File: config.mk
export PLATFORM = sky130hd
export DESIGN_NAME = clint
export DESIGN_NICKNAME = d
export VERILOG_FILES = /design/src/rtl/clint_pkg.sv /design/src/rtl/clint_tick.sv /design/src/rtl/clint.sv
export SDC_FILE = /design/constraint.sdc
export NUM_CORES = 1
export LEC_CHECK = 0
export CORE_UTILIZATION = 55
export DETAILED_ROUTE_END_ITERATION = 16
export PLACE_DENSITY = 0.89
export SYNTH_ARGS = -nofsm -noshare
export SYNTH_HDL_FRONTEND = slang
export SYNTH_SLANG_ARGS = --single-unit
File: constraint.sdc
create_clock -name clk -period 2.9 [get_ports clk]
set_input_delay 0.725 -clock clk [delete_from_list [all_inputs] [get_ports clk]]
set_output_delay 0.725 -clock clk [all_outputs]
set_load 0.03 [all_outputs]
File: src/rtl/clint_pkg.sv
// CLINT shared definitions: register offsets, bus request/response structs
// and the byte-lane merge helper used by every writable register.
`default_nettype none

package clint_pkg;

   localparam logic [15:0] clint_msip      = 16'h0000;
   localparam logic [15:0] clint_mtimecmp  = 16'h4000;
   localparam logic [15:0] clint_mtimecmph = 16'h4004;
   localparam logic [15:0] clint_mtime     = 16'hBFF8;
   localparam logic [15:0] clint_mtimeh    = 16'hBFFC;

   typedef struct packed {
      logic        valid;
      logic [31:0] addr;
      logic [31:0] wdata;
      logic [3:0]  wstrb;
   } clint_in_type;

   typedef struct packed {
      logic [31:0] rdata;
      logic        ready;
   } clint_out_type;

   function automatic logic [31:0] merge_bytes(input logic [31:0] old_val,
                                               input logic [31:0] wdata,
                                               input logic [3:0]  wstrb);
      logic [31:0] res;
      res = old_val;
      for (int i = 0; i < 4; i++) begin
         if (wstrb[i]) res[8*i +: 8] = wdata[8*i +: 8];
      end
      return res;
   endfunction

endpackage

`default_nettype wire

File: src/rtl/clint_tick.sv
// CLINT real-time prescaler: counts 0..RTC_DIV-1 and pulses tick on the wrap.
`default_nettype none

module clint_tick #(
   parameter int RTC_DIV = 50
) (
   input  logic clk,
   input  logic rst,
   output logic tick
);

   localparam logic [15:0] LAST = 16'(RTC_DIV - 1);

   logic [15:0] count;

   // With RTC_DIV=1 the count never leaves 0, so tick is permanently high.
   always_ff @(posedge clk or negedge rst) begin
      if (!rst) begin
         count <= '0;
      end else if (count == LAST) begin
         count <= '0;
      end else begin
         count <= count + 16'd1;
      end
   end

   assign tick = (count == LAST);

endmodule

`default_nettype wire

File: src/rtl/clint.sv
// CLINT: memory-mapped msip, mtime and mtimecmp with timer/software interrupts.
`default_nettype none

module clint
   import clint_pkg::*;
#(
   parameter int RTC_DIV = 50
) (
   input  logic          clk,
   input  logic          rst,
   input  clint_in_type  clint_in,
   output clint_out_type clint_out,
   output logic          timer_irpt,
   output logic          soft_irpt
);

   logic        tick;
   logic        ready;
   logic [31:0] rdata;
   logic        msip;
   logic [63:0] mtime;
   logic [63:0] mtimecmp;
   logic [63:0] mtime_next;
   logic [31:0] rd_val;
   logic        accept;
   logic        wr;
   logic [15:0] offset;
   logic        unused_addr;

   clint_tick #(.RTC_DIV(RTC_DIV)) u_tick (
      .clk  (clk),
      .rst  (rst),
      .tick (tick)
   );

   assign accept      = clint_in.valid & ~ready;
   assign wr          = accept & (|clint_in.wstrb);
   assign offset      = clint_in.addr[15:0];
   assign unused_addr = ^clint_in.addr[31:16];

   always_comb begin
      rd_val = '0;
      case (offset)
         clint_msip:      rd_val = {31'd0, msip};
         clint_mtimecmp:  rd_val = mtimecmp[31:0];
         clint_mtimecmph: rd_val = mtimecmp[63:32];
         clint_mtime:     rd_val = mtime[31:0];
         clint_mtimeh:    rd_val = mtime[63:32];
         default:         rd_val = '0;
      endcase
   end

   // A bus write to either mtime half replaces that cycle's tick increment.
   always_comb begin
      mtime_next = mtime;
      if (wr && offset == clint_mtime) begin
         mtime_next = {mtime[63:32], merge_bytes(mtime[31:0], clint_in.wdata, clint_in.wstrb)};
      end else if (wr && offset == clint_mtimeh) begin
         mtime_next = {merge_bytes(mtime[63:32], clint_in.wdata, clint_in.wstrb), mtime[31:0]};
      end else if (tick) begin
         mtime_next = mtime + 64'd1;
      end
   end

   always_ff @(posedge clk or negedge rst) begin
      if (!rst) begin
         ready      <= 1'b0;
         rdata      <= '0;
         msip       <= 1'b0;
         mtime      <= '0;
         mtimecmp   <= '1;
         timer_irpt <= 1'b0;
         soft_irpt  <= 1'b0;
      end else begin
         ready      <= accept;
         rdata      <= (accept && !wr) ? rd_val : 32'd0;
         mtime      <= mtime_next;
         timer_irpt <= (mtime >= mtimecmp);
         soft_irpt  <= msip;
         if (wr && offset == clint_msip && clint_in.wstrb[0]) begin
            msip <= clint_in.wdata[0];
         end
         if (wr && offset == clint_mtimecmp) begin
            mtimecmp[31:0] <= merge_bytes(mtimecmp[31:0], clint_in.wdata, clint_in.wstrb);
         end
         if (wr && offset == clint_mtimecmph) begin
            mtimecmp[63:32] <= merge_bytes(mtimecmp[63:32], clint_in.wdata, clint_in.wstrb);
         end
      end
   end

   assign clint_out.rdata = rdata;
   assign clint_out.ready = ready;

endmodule

`default_nettype wire

==> reports/qor.yml, run 1 <==
floorplan:
  fp.dieW_um: 145.2
  design.core.area_um2: 20170
  die_y_um: 145.2
  io_pins: 106
  num_rows: 52
  dieArea_um2: 21080
  start_util_pct: 55.91
cells_and_area:
  multi_input_area_um2: 6131
  fin_nets: 1472
  nFillCells: 1542
  final_cells: 1617
  final_area_um2: 13600
  area_growth_pct: 20.57
  seq_area_um2: 4584
  drive_gt1_share_pct: 22.05
  diodes: 0
detailed_routing:
  post_drt_via_cell_ratio: 6.670
  wirelength_um: 34900
  drc: 0
  wl_per_cell_um: 21.58
  num_vias: 10790
  first_pass_iters: 10
  drt-initial-drc-count: 1318
  ant_nets: 0
placement:
  placed_area_um2: 13000
  gp_congestion: 0.9860
  place_hpwl_um: 25290
  port_buffers: 89
  placed_cells: 1585
  dpl_worst_slack_ps: -94.68
global_routing:
  grt_pass1_vias: 10500
  antenna_found_initial: 0
  grt_usage_pct: 33.80
  grt_pass1_wl_um: 56270
  grt_max_degree: 73
  grt.overflow.total: 0
synth:
  synth_seq_cells: 180
  synthArstFlopShare_pct: 100.0
  synth_fp_nets: 1333
  syn_inst: 1195
  yosysTopAreaCell: "dfrtp_1"
  avgSynthCellArea_um2: 9.436
  yosysUniqueCellTypes: 73
  yosys_warnings: 0
  seq_area_frac_synth_pct: 40.66
  synth-edff-count: 0
  syn-cell-area_um2: 11280
  synth_area_leaders: "dfrtp_1 (26%), dfstp_2 (15%), mux2_2 (8.3%), ha_1 (7.4%), a21oi_1 (5.5%)"
  synth.top_cell.area_share_pct: 25.74
  synth_ff_type: "dfrtp_1"
timing:
  hold_violations: 0
  fin_worst_skew_ps: 9.252
  rsz0062_at_grt: "false"
  fmax_mhz: 345.3
  maxSlewHeadroom_pct: 54.67
  worst_pin_slew_ps: 674.7
  slew_violations: 0
  fin_crit_sh_pct: 99.85
  fin_crit_ps: 2896
  fin_ws_ps: 4.234
  finalSetupViolations: 0
critical_path:
  cp-start-kind: "flip-flop"
  critical-path-max-stage-delay_ps: 700
  rrSetupSlack_ps: 4
  path_cells: "ha_1 > nand2b_1 > a2111oi_1 > buf_4 > nor4_1 > or4b_2 > a31oi_1 > o21ai_0"
  worstSetupPathType: "flip-flop to flip-flop"
  required_ps: 3170
  r2r_end: "timer_irpt"
  r2r_cells: 8
  cp_slowest_cell: "or4b_2"
  crit_fanout: 3
  r2r-start: "mtimecmp[0]"
  cp_data_arrival_time_ps: 3160
  cp-end-kind: "flip-flop"
clock_network:
  root_buffer: "clkbuf_16"
  cts_tree: "yes"
  cts_setup_buffers: 0
  clk_pin_slew_ps: 70
  numCtsBuffers: 17
  hold_buffers: 0
  worstSkewPairLatency_ps: 440
  cts.path.max_buffers: 2
  clock-sinks: 180
  htreeDepth: 4
status:
  outcome: "finished, final reports clean"
worst_hold_path:
  hp-class: "input pin to asynchronous set/reset pin"
power:
  power_density_nw_per_um2: 377.9
  finalPower_mw: 5.138
  vdd_ir_drop_max_v: 0.0003788
  cellLeakagePower_nw: 5.606
run:
  maxCapViolCount: 0
-- per-stage QoR --
stage,utilization (%),TNS [ps],hold slack (ps)
after CTS,67.40,0,205.5
after detailed placement,64.44,-1241,405.7
after floorplan,-,0,366.6
final,67.41,0,199.5
after global placement,64.44,-303.1,400.9
after global routing,67.41,0,217.9
-- power by group --
group	leakage, nW	switching (mW)	internal [mW]
Clock	0.297	1.03	1.34
Combinational	3.20	0.145	0.103
Sequential	2.10	0.000530	2.52
-- what timing repair did --
item / 4_1_cts / 5_1_grt
setup endpoints to repair: 0 / 1
resized for setup: 0 / 1
endpoints found under the hold margin: 0 / 0
-- state kept, by name, summed over array words and instances, names as in the netlist --
register / flops
timer_irpt: 1
soft_irpt: 1
mtime: 64
msip: 1
rdata: 32
u_tick.count: 16
mtimecmp: 64
ready: 1
-- synthesized netlist by cell type (4+ instances only) --
cell / instances
a21oi_1: 125
dfrtp_1: 116
nor2_1: 87
inv_1: 85
nand2_1: 84
mux2_2: 83
ha_1: 67
dfstp_2: 64
nand3_1: 49
o21ai_0: 46
clkbuf_1: 39
nand4_1: 36
a222oi_1: 32
nor3_1: 25
o22a_1: 24
a21o_1: 18
a31oi_1: 17
nor4_1: 17
and4_1: 16
and3_1: 14
xnor2_1: 10
buf_2: 8
a211oi_1: 7
a41oi_1: 7
o22ai_1: 7
and2_1: 6
buf_1: 6
mux2i_1: 6
o31ai_1: 6
a2bb2oi_1: 5
o21ai_1: 5
o21bai_1: 5
a2111oi_0: 4
clkbuf_8: 4
-- worst max-delay path by stage --
stage,start,end,slack [ps]
after global placement,clint_in[39],mtime[52],-90
after floorplan,clint_in[1],mtime[36],450
after detailed placement,clint_in[39],mtime[52],-90
after global routing,mtimecmp[0],timer_irpt,8
after CTS,mtimecmp[0],timer_irpt,60
final,mtimecmp[0],timer_irpt,4
-- cells by family (layout without fill, tap and decap cells) --
logic type	Yosys count	count (layout)	synth area share [%]
AOI/OAI and AO/OA	333	333	19.39
muxes	89	89	8.822
xor gates and xnor gates	13	13	1.010
and+or+nand+nor	369	369	17.35
adders and majority gates	67	67	7.434
buffers and inverters	144	296	5.337
DFF	180	180	40.66
-- critical path: cells and delay by family (launching register included) --
kind / cells / cell delay, ps
and+or+nand+nor: 3 / 900
AOI/OAI and AO/OA: 3 / 850
buffers and inverters: 1 / 200
adders and majority gates: 1 / 220
DFF: 1 / 550
-- metal layers --
layer	routed length, µm	vias up	GRT usage (%)
met3	3148	152	5.409
met4	1679	0	17.84
met5	0	-	0
met1	13850	5190	45.03
li1	-	4774	-
met2	16230	669	53.15
-- cell usage in the layout, fill, tap and decap left out, types with 36 or more instances in the layout --
master           instances
a21oi_1                125
buf_4                   85
clkdlybuf4s50_1         87
dfrtp_1                116
dfstp_2                 64
ha_1                    67
inv_1                   85
mux2_2                  83
nand2_1                 84
nand3_1                 48
nand4_1                 36
nor2_1                  86
o21ai_0                 46
-- cell type report --
| class | instances | share of cell area, % |
|---|---|---|
| inverter | 85 | 2.347 |
| clock inverter | 11 | 0.9387 |
| timing repair buffer | 179 | 11.95 |
| clock buffer | 21 | 3.460 |
| sequential | 180 | 33.72 |
| multi-input combinational | 871 | 45.09 |
| tap | 270 | 2.485 |
(Power assumes the default switching activity.)
==> run 2, diff against run 1 <==
SYNTH_HIERARCHICAL = 1   (was not set)
clock period = 3.1 ns   (was 2.9 ns; I/O delays follow)
==> reports/qor.yml, run 2 <==
power:
  cellLeakagePower_nw: 5.567
  power_density_nw_per_um2: 359.4
  vdd_ir_drop_max_v: 0.0003589
placement:
  port_buffers: 89
  placed_area_um2: 12880
  gp_congestion: 1.035
  placed_cells: 1554
  place_hpwl_um: 26370
  dpl_worst_slack_ps: -162.2
critical_path:
  cp-end-kind: "flip-flop"
  cp-start-kind: "flip-flop"
  required_ps: 3430
  cp_data_arrival_time_ps: 3320
  r2r_cells: 6
  r2r-start: "mtime[6]"
  rrSetupSlack_ps: 110
  worstSetupPathType: "flip-flop to flip-flop"
  crit_fanout: 8
  startpoint: "mtime[6]"
  r2r_end: "mtime[58]"
global_routing:
  grt.overflow.total: 0
  grt_pass1_vias: 10550
  grt_usage_pct: 36.55
  grt_pass1_wl_um: 56950
  antenna_found_initial: 0
  grt_max_degree: 69
timing:
  finalSetupViolations: 0
  worst_pin_slew_ps: 640.8
  tns_ps: 0
  rsz0062_at_grt: "false"
  fin_worst_skew_ps: 11.26
  hold_violations: 0
  fin_crit_ps: 2986
  slew_violations: 0
  fin_crit_sh_pct: 96.33
  maxSlewHeadroom_pct: 56.95
  fmax_mhz: 334.9
  fin_ws_ps: 113.8
detailed_routing:
  wirelength_um: 36140
  wl_per_cell_um: 22.79
  drc: 0
  post_drt_via_cell_ratio: 6.724
  drt-initial-drc-count: 1467
  top_layer_used: "met4"
  dr_wl_met2_um: 17300
  num_vias: 10670
  first_pass_iters: 6
  wl_met3_um: 3270
  ant_nets: 0
  wl_met1_um: 14030
clock_network:
  root_buffer: "clkbuf_16"
  cts_setup_buffers: 0
  cts.path.max_buffers: 2
  clk_pin_slew_ps: 80
  worstSkewPairLatency_ps: 450
  htreeDepth: 4
  clock-sinks: 180
  cts_resized: 0
  numCtsBuffers: 17
  cts_tree: "yes"
  hold_buffers: 0
synth:
  synth.top_cell.area_share_pct: 26.04
  synth_seq_cells: 180
  syn-cell-area_um2: 11150
  syn_inst: 1164
  synth_common_cells: "dfrtp_1 (116), nand2_1 (99), mux2_2 (94), nor2_1 (90), a21oi_1 (82)"
  synthArstFlopShare_pct: 100.0
  synth_area_leaders: "dfrtp_1 (26%), dfstp_2 (15%), mux2_2 (9.5%), ha_1 (7.5%), a21oi_1 (3.7%)"
  yosys_warnings: 6
  avgSynthCellArea_um2: 9.576
  synth_most_common_cell: "dfrtp_1"
  synth_ff_type: "dfrtp_1"
  synth_fp_nets: 1302
  synth-edff-count: 0
  yosysTopAreaCell: "dfrtp_1"
  yosysUniqueCellTypes: 80
  seq_area_frac_synth_pct: 41.13
floorplan:
  design.core.area_um2: 19650
  num_rows: 51
  die_y_um: 144.4
  start_util_pct: 56.72
  dieArea_um2: 20840
  io_pins: 106
  fp.dieW_um: 144.4
cells_and_area:
  reg.largest.list: "mtime (64), mtimecmp (64), rdata (32)"
  final_cells: 1586
  nFillCells: 1541
  layout_commonest_cell: "dfrtp_1"
  final_cell_mix: "dfrtp_1 (116), nand2_1 (99), mux2_2 (94)"
  drive_gt1_share_pct: 24.00
  fin_nets: 1446
  diodes: 0
  area_growth_pct: 21.08
  final_area_um2: 13500
worst_hold_path:
  hp-class: "input pin to asynchronous set/reset pin"
status:
  outcome: "finished, final reports clean"
run:
  maxCapViolCount: 0
## run 2: cell types whose count changed after synthesis, sizes merged, moves of 6 or more
cell and change:
nand2 +16, a41oi -7, nor4 +9, a31oi -13, a21o -10, o22a -23
inv -9, a21oi -43, o21ai -13, mux2 +11, o32ai +6, nand4 +18
o22ai +12
## run 2: worst max-delay path, stage by stage (launching register included)
cell	delay, ps
dfrtp_1	520
nand2_2	130
or4_1	820
or4_4	690
nor3_1	370
nand3_1	130
and3_1	210
## run 2: layout make-up
cell class / count / area [µm²] / area share (%)
clock inverter: 15 / 186.4 / 1.381
timing repair buffer: 176 / 1603 / 11.88
sequential: 180 / 4584 / 33.97
tap: 265 / 331.6 / 2.457
inverter: 77 / 289.0 / 2.141
multi-input combinational: 856 / 6077 / 45.03
clock buffer: 17 / 425.4 / 3.152
## run 2: kinds of logic after synthesis
logic type	share of synthesized area [%]
AND/OR/NAND/NOR	20.13
AO/OA/AOI/OAI	16.02
flip-flops	41.13
buffers and inverters	4.512
multiplexers	9.676
adder cells (fa/ha/maj)	7.520
XOR/XNOR	1.021
## run 2: where the power goes
part | switching (mW) | total, mW | internal (mW)
Sequential | 0.000702 | 2.35 | 2.35
Clock | 1.05 | 2.27 | 1.23
Combinational | 0.131 | 0.226 | 0.0949
Total | 1.18 | 4.85 | 3.67
## run 2: worst max path at each step
stage	end	slack, ps
floorplan	mtime[6]	400
global placement	mtimecmp[38]	-40
detailed placement	mtimecmp[39]	-160
CTS	mtime[58]	180
global route	mtime[58]	100
finish	mtime[58]	110
## run 2: per-layer routing
| metal | up-vias | track usage (%) |
|---|---|---|
| li1 | 4700 | - |
| met1 | 5192 | 44.98 |
| met2 | 635 | 59.64 |
| met3 | 138 | 9.437 |
| met4 | 0 | 17.67 |
| met5 | - | 0 |
## run 2: per-stage QoR
step,power [mW],utilization [%],hold WS (ps)
3_3_place_gp,2.613,65.56,393.3
4_1_cts,4.864,68.67,288.8
3_5_place_dp,2.616,65.56,392.3
2_1_floorplan,2.441,-,369.3
6_report,4.851,68.67,263.5
5_1_grt,4.991,68.67,298.8
